--- src/rtl/pipe_stage_reg_if.sv ---
// -----------------------------------------------------------------------------
// pipe_stage_reg_if
//   Beat channel between two pipeline stages: a data bundle and a control
//   bundle qualified by a valid/ready handshake.
//
//   Handshake: a beat moves across the channel on a rising clock edge where
//   valid and ready are both high. The master keeps valid, data and ctrl
//   stable until that happens. Ready may be high while valid is low.
//
//   Signals
//     valid  master -> slave  beat present
//     ready  slave -> master  slave accepts a beat this cycle
//     data   master -> slave  DATA_W-bit data bundle
//     ctrl   master -> slave  CTRL_W-bit control bundle
//
//   Modports
//     master  drives valid/data/ctrl, samples ready
//     slave   samples valid/data/ctrl, drives ready
// -----------------------------------------------------------------------------
interface pipe_stage_reg_if #(
   parameter int unsigned DATA_W = 32,
   parameter int unsigned CTRL_W = 14
);
   logic              valid;
   logic              ready;
   logic [DATA_W-1:0] data;
   logic [CTRL_W-1:0] ctrl;

   modport master (output valid, output data, output ctrl, input ready);
   modport slave  (input valid, input data, input ctrl, output ready);
endinterface

--- src/rtl/pipe_stage_reg.sv ---
// -----------------------------------------------------------------------------
// pipe_stage_reg
//   Flow-controlled pipeline stage register. One instance sits between each
//   pair of pipeline stages and carries a data bundle plus a control bundle.
//   Supports stall (hold contents) and flush (drop contents, insert bubble),
//   and keeps saturating transfer/flush counters for performance debug.
//
//   Priority: reset > flush > stall > normal operation.
//
//   Build option
//     PIPE_STAGE_SKID_EN  when defined, a one-entry skid register is added so
//                         the stage holds up to two beats and up.ready comes
//                         from a register (no combinational path from
//                         dn.ready). When undefined, the stage holds one
//                         beat and up.ready depends on dn.ready.
//
//   Parameters
//     DATA_W       width of the data bundle
//     CTRL_W       width of the control bundle
//     BUBBLE_CTRL  control value presented while no valid beat is held
//     CNT_W        width of each performance counter
//
//   Ports
//     clk        in   rising-edge clock for all state
//     reset      in   asynchronous, active-low reset
//     up         slave modport: in_valid/in_ready/in_data/in_ctrl
//     dn         master modport: out_valid/out_ready/out_data/out_ctrl
//     stall      in   hold stage contents, block both handshakes
//     flush      in   discard contents (and any offered beat), insert bubble
//     xfer_cnt   out  saturating count of output transfers
//     flush_cnt  out  saturating count of flush cycles
// -----------------------------------------------------------------------------
module pipe_stage_reg #(
   parameter int unsigned       DATA_W      = 32,
   parameter int unsigned       CTRL_W      = 14,
   parameter logic [CTRL_W-1:0] BUBBLE_CTRL = '0,
   parameter int unsigned       CNT_W       = 16
) (
   input  logic                 clk,
   input  logic                 reset,
   pipe_stage_reg_if.slave      up,
   pipe_stage_reg_if.master     dn,
   input  logic                 stall,
   input  logic                 flush,
   output logic [CNT_W-1:0]     xfer_cnt,
   output logic [CNT_W-1:0]     flush_cnt
);

   localparam logic [CNT_W-1:0] CNT_MAX = '1;

   // Main register: the beat currently presented downstream.
   logic              valid_q, valid_d;
   logic [DATA_W-1:0] data_q,  data_d;
   logic [CTRL_W-1:0] ctrl_q,  ctrl_d;

   logic [CNT_W-1:0]  xfer_cnt_d, flush_cnt_d;

   logic in_ready;
   logic out_valid;
   logic in_fire;
   logic out_fire;

   // A held beat is hidden from downstream while stalled, so nothing can
   // leave the stage during a stall.
   assign out_valid = valid_q & ~stall;
   assign out_fire  = out_valid & dn.ready;
   // A beat offered during flush is dropped even if the stage looks ready.
   assign in_fire   = up.valid & in_ready & ~flush;

   assign up.ready  = in_ready;
   assign dn.valid  = out_valid;
   assign dn.data   = data_q;
   assign dn.ctrl   = ctrl_q;

`ifdef PIPE_STAGE_SKID_EN
   // Skid register: catches a beat accepted while the main register is
   // occupied and cannot drain. Ready only depends on skid occupancy, which
   // breaks the dn.ready -> up.ready path.
   logic              skid_valid_q, skid_valid_d;
   logic [DATA_W-1:0] skid_data_q,  skid_data_d;
   logic [CTRL_W-1:0] skid_ctrl_q,  skid_ctrl_d;

   assign in_ready = ~skid_valid_q & ~stall;

   always_comb begin
      valid_d      = valid_q;
      data_d       = data_q;
      ctrl_d       = ctrl_q;
      skid_valid_d = skid_valid_q;
      skid_data_d  = skid_data_q;
      skid_ctrl_d  = skid_ctrl_q;

      if (flush) begin
         valid_d      = 1'b0;
         data_d       = '0;
         ctrl_d       = BUBBLE_CTRL;
         skid_valid_d = 1'b0;
         skid_data_d  = '0;
         skid_ctrl_d  = BUBBLE_CTRL;
      end else if (!stall) begin
         if (out_fire) begin
            if (skid_valid_q) begin
               // Older beat waiting in the skid moves up. in_fire cannot be
               // set here because the full skid drops in_ready.
               valid_d      = 1'b1;
               data_d       = skid_data_q;
               ctrl_d       = skid_ctrl_q;
               skid_valid_d = 1'b0;
            end else if (in_fire) begin
               valid_d = 1'b1;
               data_d  = up.data;
               ctrl_d  = up.ctrl;
            end else begin
               // Drained: present a bubble, keep the stale data bundle.
               valid_d = 1'b0;
               ctrl_d  = BUBBLE_CTRL;
            end
         end else if (in_fire) begin
            if (!valid_q) begin
               valid_d = 1'b1;
               data_d  = up.data;
               ctrl_d  = up.ctrl;
            end else begin
               skid_valid_d = 1'b1;
               skid_data_d  = up.data;
               skid_ctrl_d  = up.ctrl;
            end
         end
      end
   end

   always_ff @(posedge clk or negedge reset) begin
      if (!reset) begin
         skid_valid_q <= 1'b0;
         skid_data_q  <= '0;
         skid_ctrl_q  <= BUBBLE_CTRL;
      end else begin
         skid_valid_q <= skid_valid_d;
         skid_data_q  <= skid_data_d;
         skid_ctrl_q  <= skid_ctrl_d;
      end
   end
`else
   // Single-entry stage: accept when empty or when the held beat leaves on
   // this same edge.
   assign in_ready = (~valid_q | dn.ready) & ~stall;

   always_comb begin
      valid_d = valid_q;
      data_d  = data_q;
      ctrl_d  = ctrl_q;

      if (flush) begin
         valid_d = 1'b0;
         data_d  = '0;
         ctrl_d  = BUBBLE_CTRL;
      end else if (!stall) begin
         if (in_fire) begin
            valid_d = 1'b1;
            data_d  = up.data;
            ctrl_d  = up.ctrl;
         end else if (out_fire) begin
            // Drained: present a bubble, keep the stale data bundle.
            valid_d = 1'b0;
            ctrl_d  = BUBBLE_CTRL;
         end
      end
   end
`endif

   // Performance counters stick at their maximum instead of wrapping.
   // A transfer that completes in a flush cycle was seen downstream, so it
   // is still counted.
   always_comb begin
      xfer_cnt_d  = xfer_cnt;
      flush_cnt_d = flush_cnt;
      if (out_fire && (xfer_cnt != CNT_MAX)) begin
         xfer_cnt_d = xfer_cnt + CNT_W'(1);
      end
      if (flush && (flush_cnt != CNT_MAX)) begin
         flush_cnt_d = flush_cnt + CNT_W'(1);
      end
   end

   always_ff @(posedge clk or negedge reset) begin
      if (!reset) begin
         valid_q   <= 1'b0;
         data_q    <= '0;
         ctrl_q    <= BUBBLE_CTRL;
         xfer_cnt  <= '0;
         flush_cnt <= '0;
      end else begin
         valid_q   <= valid_d;
         data_q    <= data_d;
         ctrl_q    <= ctrl_d;
         xfer_cnt  <= xfer_cnt_d;
         flush_cnt <= flush_cnt_d;
      end
   end

endmodule
--- src/flat_wrapper.sv ---
// flat-port wrapper written by rule: the top's interface ports become plain ports
module pipe_stage_reg_flat 
#(
   parameter int unsigned       DATA_W      = 32,
   parameter int unsigned       CTRL_W      = 14,
   parameter logic [CTRL_W-1:0] BUBBLE_CTRL = '0,
   parameter int unsigned       CNT_W       = 16
)
  (clk, reset, stall, flush, xfer_cnt, flush_cnt, up_valid, up_data, up_ctrl, up_ready, dn_valid, dn_data, dn_ctrl, dn_ready);
  pipe_stage_reg_if #(.DATA_W(DATA_W), .CTRL_W(CTRL_W)) up_i ();
  pipe_stage_reg_if #(.DATA_W(DATA_W), .CTRL_W(CTRL_W)) dn_i ();
  input  logic clk;
  input  logic reset;
  input  logic stall;
  input  logic flush;
  output logic [CNT_W-1:0] xfer_cnt;
  output logic [CNT_W-1:0] flush_cnt;
  input wire logic [$bits(up_i.valid)-1:0] up_valid;
  input wire logic [$bits(up_i.data)-1:0] up_data;
  input wire logic [$bits(up_i.ctrl)-1:0] up_ctrl;
  output wire logic [$bits(up_i.ready)-1:0] up_ready;
  output wire logic [$bits(dn_i.valid)-1:0] dn_valid;
  output wire logic [$bits(dn_i.data)-1:0] dn_data;
  output wire logic [$bits(dn_i.ctrl)-1:0] dn_ctrl;
  input wire logic [$bits(dn_i.ready)-1:0] dn_ready;
  assign up_i.valid = up_valid;
  assign up_i.data = up_data;
  assign up_i.ctrl = up_ctrl;
  assign up_ready = up_i.ready;
  assign dn_valid = dn_i.valid;
  assign dn_data = dn_i.data;
  assign dn_ctrl = dn_i.ctrl;
  assign dn_i.ready = dn_ready;
  pipe_stage_reg #(.DATA_W(DATA_W), .CTRL_W(CTRL_W), .BUBBLE_CTRL(BUBBLE_CTRL), .CNT_W(CNT_W)) u_core (.clk(clk), .reset(reset), .up(up_i), .dn(dn_i), .stall(stall), .flush(flush), .xfer_cnt(xfer_cnt), .flush_cnt(flush_cnt));
endmodule
--- config.mk ---
export PLATFORM = sky130hd
export DESIGN_NAME = pipe_stage_reg_flat
export DESIGN_NICKNAME = d
export VERILOG_FILES = /design/src/rtl/pipe_stage_reg_if.sv /design/src/rtl/pipe_stage_reg.sv /design/src/flat_wrapper.sv
export SDC_FILE = /design/constraint.sdc
export NUM_CORES = 1
export LEC_CHECK = 0
export ABC_AREA = 0
export ABC_CLOCK_PERIOD_IN_PS = 2150
export BUFFER_PORTS_ARGS = -buffer_cell sky130_fd_sc_hd__buf_2
export CORE_MARGIN = 2
export CORE_UTILIZATION = 45
export DETAILED_ROUTE_END_ITERATION = 16
export GPL_ROUTABILITY_DRIVEN = 0
export PLACE_DENSITY = 0.81
export SETUP_SLACK_MARGIN = 0.3
export SYNTH_ARGS = -nofsm -noshare
export SYNTH_HDL_FRONTEND = slang
export SYNTH_SLANG_ARGS = --single-unit
--- constraint.sdc ---
create_clock -name clk -period 2.15 [get_ports clk]
set_input_delay 0.215 -clock clk [delete_from_list [all_inputs] [get_ports clk]]
set_output_delay 0.215 -clock clk [all_outputs]
set_load 0.01 [all_outputs]
## Yosys cells after proc, flatten, opt, wreduce, memory -nomap -nowiden

Index checks and enable logic that the tools add are counted.

| storage, ports and cells | value |
|---|---|
| logic and storage cells | 36 |
| output and inout bits | 80 |
| bits of input ports | 52 |
| register bits after elaboration | 79 |

| cells by class | value |
|---|---|
| reduce and logical (&&, ||, !) cells | 6 |
| mux-type cells | 11 |
| add/subtract/negate cells | 2 |
| eq/ne operators | 3 |
| bitwise gates (word level) | 9 |

Operator list:

| kind | number |
|---|---|
| 32-bit 2-to-1 mux | 3 |
| 14-bit 2-to-1 mux | 4 |
| 16-bit by 1-bit adder with 16-bit output, second input constant | 2 |
| 16-bit != test, second input constant | 2 |
| 1-bit AND | 5 |
| 1-bit 2-to-1 mux | 4 |
| 2-bit AND reduction | 2 |
| 1-bit inverter | 3 |
| 3-bit nonzero test | 1 |
| 1-bit logical AND | 2 |
| 2-bit by 1-bit != test with 1-bit output, second input constant | 1 |
| 2-bit nonzero test | 1 |
| 1-bit bitwise OR | 1 |

## Logic depth before layout (Yosys ltp)

| logic depth | value |
|---|---|
| depth in word-level cells | 8 |
| mapped depth | 6 |

## Least setup slack after synthesis

OpenSTA, ideal clock, no wires.

| timing | value |
|---|---|
| kind | register to register |
| start point | register u_core.flush_cnt[12] |
| end point | register u_core.flush_cnt[1] |
| data arrival time | 1475 ps |
| setup slack | 550 ps |
| required time | 2025 ps |
| library setup time | 125 ps |
| stages on the path, launching flop included | 4 |
| path buffers | 0 |
| cell sequence | dfrtp_1 > nand4_1 > o41ai_4 > mux2_4 |

| between the ends | value |
|---|---|
| longest elaborated chain between the ends | 2 |

RTL lines:

| element | line | RTL |
|---|---|---|
| start: declaration | pipe_stage_reg.sv:46 | `output logic [CNT_W-1:0] flush_cnt` |
| start signal: assignment | pipe_stage_reg.sv:197 | `flush_cnt <= flush_cnt_d;` |
| 16-bit != test | pipe_stage_reg.sv:180 | `if (flush && (flush_cnt != CNT_MAX)) begin` |
| 1-bit logical AND | pipe_stage_reg.sv:180 |  |

Every way passes these cells.
A chain may end at the register's enable or synchronous reset.

## Worst setup path in the final report

| timing | value |
|---|---|
| start point | register u_core.valid_q |
| end point | register u_core.xfer_cnt[15] |

| between the ends | value |
|---|---|
| longest elaborated chain between the ends | 3 |

RTL lines:

| element | line | RTL |
|---|---|---|
| start: declaration | pipe_stage_reg.sv:52 | `logic valid_q, valid_d;` |
| start signal: assignment | pipe_stage_reg.sv:193 | `valid_q <= valid_d;` |
| 1-bit AND | pipe_stage_reg.sv:65 | `assign out_valid = valid_q & ~stall;` |
| 1-bit AND | pipe_stage_reg.sv:66 | `assign out_fire = out_valid & dn.ready;` |
| 1-bit logical AND | pipe_stage_reg.sv:177 | `if (out_fire && (xfer_cnt != CNT_MAX)) begin` |
| end signal: assignment | pipe_stage_reg.sv:196 | `xfer_cnt <= xfer_cnt_d;` |
| end: declaration | pipe_stage_reg.sv:45 | `output logic [CNT_W-1:0] xfer_cnt,` |

Every way passes these cells.

==> results by stage <==
Timing:
- The clock skew is 0.00892 ns.
- The relative slew slack is 57.5%.
- Setup total negative slack on the finished layout was measured at 0 ns.
- The tightest hold path in the finished design has a slack of 0.0873 ns.
- Counting I/O delays and the setup requirement, the final critical path takes 1.74 ns.
- At the pin with the least slew margin, the transition time is 0.637 ns.
- The final critical path takes up 81.0% of the cycle.
- The final count of negative-setup-slack endpoints is 0.
- Setup repair after global routing left no endpoint under its margin.
- The highest clock rate is 574 MHz.
- The total count of hold-check failures in the final report was 0.
- The number of pins with negative max-slew slack in the final report was 0.

Yosys:
- By instance count, the leading cell after synthesis is sky130_fd_sc_hd__dfrtp_1.
- For this run, the register share of the synthesized area comes to 59.8%.
- The net count after synthesis is 311.
- After synthesis the netlist holds a flip-flop and latch count of 79.
- The cell count after synthesis is 257.
- Yosys mapped a number of flops with a built-in enable equal to 0.
- The fraction of registers with async set/reset is 100%.
- The mean instance size in the synthesized netlist is 12.9 sq um.
- Ranked by instance count, the synthesized netlist is headed by sky130_fd_sc_hd__dfrtp_1 (79), sky130_fd_sc_hd__a22o_1 (46), sky130_fd_sc_hd__nand2_1 (15), sky130_fd_sc_hd__xor2_1 (14).
- The largest area contributor in the synthesized netlist is sky130_fd_sc_hd__dfrtp_1.
- After synthesis, the netlist uses 40 different library cells.
- The dominant register cell in the synthesized netlist is sky130_fd_sc_hd__dfrtp_1.
- The share of Yosys cell area claimed by the top area cell type is 59.8%.
- Yosys printed 0 warnings.
- The post-synth design cell area is 3310 sq um.
- By area the synthesized netlist is led by sky130_fd_sc_hd__dfrtp_1 (60%), sky130_fd_sc_hd__a22o_1 (12%), sky130_fd_sc_hd__xor2_1 (3.7%), sky130_fd_sc_hd__xnor2_1 (2.6%), sky130_fd_sc_hd__nand3_1 (1.8%).

Setup path:
- The critical path class is flip-flop to flip-flop.
- The largest single stage delay on the critical path is 0.39 ns.
- Data on the critical path arrives at its endpoint at 1.97 ns.
- The reg2reg setup slack is 0.41 ns.
- In this run the worst path has a maximum fanout of 7.
- The nature of the critical path endpoint is a flip-flop.
- The data required time of the critical path is 2.38 ns.
- The worst setup path is launched from a flip-flop.
- The standard cell with the maximum stage delay on the critical path is sky130_fd_sc_hd__dfrtp_1.
- The critical path goes through and3b_1, nand4_1, nor4_2, mux2_2.

Power and ir drop:
- Across the VDD grid, the largest voltage drop is 0.000446 V.
- The power per unit of standard cell area is 832 nW/um^2.
- The static leakage power is 2.33 nW.

Floorplan:
- In this run the vertical extent of the chip is 89.7 um.
- The region available for standard cell placement spans 7180 sq um.
- In this run the core area contains 31 standard-cell rows.
- The die width is 89.7 um.
- For this configuration, the core starts out at a cell density of 46.1%.
- In this run the count of I/O pins placed on the die edge is 132.
- The die covers 8050 sq um.

Finish:
- The final design instance area without fill is 4340 sq um.
- Once layout is complete, the utilization of the core stands at 60.4%.
- The number of fill cells in the layout is 588.
- The area growth from synthesis to layout is 31.1%.
- The number of antenna diodes in the final layout is 0.
- In the final design database the tool counted 446 nets.
- The fraction of final layout cells with drive strength greater than 1 is 41.8%.

Routing:
- The final layout contains routed wiring with a total length of 7600 um.
- After detailed routing, the average wire length per cell comes to 15.3 um.
- In this run the remaining antenna-violating nets after routing total 0.
- The iteration-0 DRC count of the detailed router is 135.
- Before antenna repair, the detailed router went through 4 iterations.
- Using the TritonRoute via totals, the vias-per-cell ratio works out to 5.29.
- For this run, design rule violations remaining after detail routing come to 0.
- The total number of vias is 2626.

Clock network:
- TritonCTS built the clock tree.
- The CTS H-tree depth is 3.
- The clock latency on the worst-skew pair is 0.34 ns.
- Clock tree synthesis inserted a total of 9 buffers.
- The cell sitting at the root of the clock tree is a sky130_fd_sc_hd__clkbuf_8.
- The clock net in this run drives a total of 79 sinks.
- Once the clock tree was built, the setup fixing pass inserted 0 buffers.
- Clock-pin slew was measured on the worst setup and hold paths at 0.09 ns.
- The number of buffers on the longest clock path is 2.

Flow run:
- Across the run, the number of max-cap violations was 0.

Global route:
- The first global-routing pass estimated 12500 um of wire.
- The number of global-route vias before repair is 2543.
- The aggregate global routing overflow is 0.
- The pin count of the biggest net entering global routing is 48.
- The overall track demand over capacity in global routing is 19.4%.
- The initial antenna violation count is 0.

Placement:
- The HPWL after detailed placement is 5490 um.
- The area of placed instances is 4090 sq um.
- The quantity of I/O buffers inserted on ports is 131.

Status:
- The flow ran to the end, and the final reports show no timing, DRC or antenna violations.

Hold path:
- The worst min-delay path category is input pin to flip-flop.
-- flip-flops by register name (all words and copies together) (netlist names) --
name / count
u_core.flush_cnt: 16
u_core.dn.data: 32
u_core.valid_q: 1
u_core.dn.ctrl: 14
u_core.xfer_cnt: 16
-- placed cells by master (no fill, tap or decap), types with 2 or more instances in the layout --
cell type	count
sky130_fd_sc_hd__nand2b_1	2
sky130_fd_sc_hd__ha_1	2
sky130_fd_sc_hd__nor3_1	12
sky130_fd_sc_hd__and2_1	3
sky130_fd_sc_hd__and4_1	2
sky130_fd_sc_hd__nand3_1	12
sky130_fd_sc_hd__a22o_1	46
sky130_fd_sc_hd__xnor2_1	10
sky130_fd_sc_hd__mux2_4	2
sky130_fd_sc_hd__dfrtp_1	79
sky130_fd_sc_hd__buf_4	2
sky130_fd_sc_hd__nand4_2	2
sky130_fd_sc_hd__xor2_1	14
sky130_fd_sc_hd__o21ai_0	2
sky130_fd_sc_hd__nand4_1	8
sky130_fd_sc_hd__nor2_1	5
sky130_fd_sc_hd__bufinv_16	2
sky130_fd_sc_hd__and3_1	2
sky130_fd_sc_hd__buf_2	130
sky130_fd_sc_hd__mux2_2	4
sky130_fd_sc_hd__clkbuf_8	10
sky130_fd_sc_hd__clkinv_4	3
sky130_fd_sc_hd__nor4b_1	2
sky130_fd_sc_hd__nand2_1	15
sky130_fd_sc_hd__nor4_1	4
-- cell type report --
class                      instances  area, sq um  share of cell area [%]
inverter                           1         3.75                  0.0866
sequential                        79         1980                    45.6
timing repair buffer             134          696                    16.0
tap                               99          124                    2.86
multi-input combinational        167         1300                    30.1
clock inverter                     6         93.8                    2.16
clock buffer                      10          138                    3.17
-- what timing repair did --
action,4_1_cts,5_1_grt
endpoints found under the setup margin,0,48
hold buffers,1,0
hold endpoints to repair,33,0
resized for setup,0,2
-- final timing paths --
path / start / endpoint / cells past startpoint
worst max-delay path: u_core.valid_q / u_core.xfer_cnt[15] / 4
worst min-delay path: up_data[14] / u_core.dn.data[14] / 2
worst max register to register: u_core.valid_q / u_core.xfer_cnt[15] / 4
worst min register to register: u_core.dn.ctrl[0] / u_core.dn.ctrl[0] / 1
max in group asynchronous: reset / u_core.dn.ctrl[12] / 3
min in group asynchronous: reset / u_core.xfer_cnt[14] / 2
-- worst max-delay path, delay by kind of cell (launching register included) --
family,cells,cell delay (ns)
flops,1,0.39
simple gates,3,0.88
mux,1,0.36
-- logic make-up after synthesis --
| family | after synthesis | synth area share, % |
|---|---|---|
| buf+inv | 11 | 1.55 |
| simple gates | 81 | 14.9 |
| xor+xnor | 24 | 6.36 |
| flops | 79 | 59.8 |
| mux | 6 | 2.27 |
| fa+ha+maj | 2 | 0.757 |
| compound gates | 54 | 14.3 |
-- per-stage QoR --
stage                     worst slack, ns  std cells  power (mW)
after global routing                0.316        496        3.78
after detailed placement            0.332        479        2.40
after CTS                           0.318        496        3.66
after global placement              0.395        479        2.37
after floorplan                     0.550        257        2.10
final                               0.408        496        3.61
-- report_power, final --
group	switching (mW)	internal, mW	total (mW)
sequential	0.167	1.62	1.79
clock	0.547	0.692	1.24
combinational	0.306	0.278	0.584
-- metal layers --
layer / part of all wire (%) / up-vias / GRT usage, %
met4: 1.7 / 0 / 8.21
met5: 0 / - / 0
li1: - / 1237 / -
met3: 5.6 / 9 / 3.86
met1: 44 / 1282 / 26.5
met2: 48 / 98 / 30.4
Note: power is estimated with default switching activity, not from simulation.
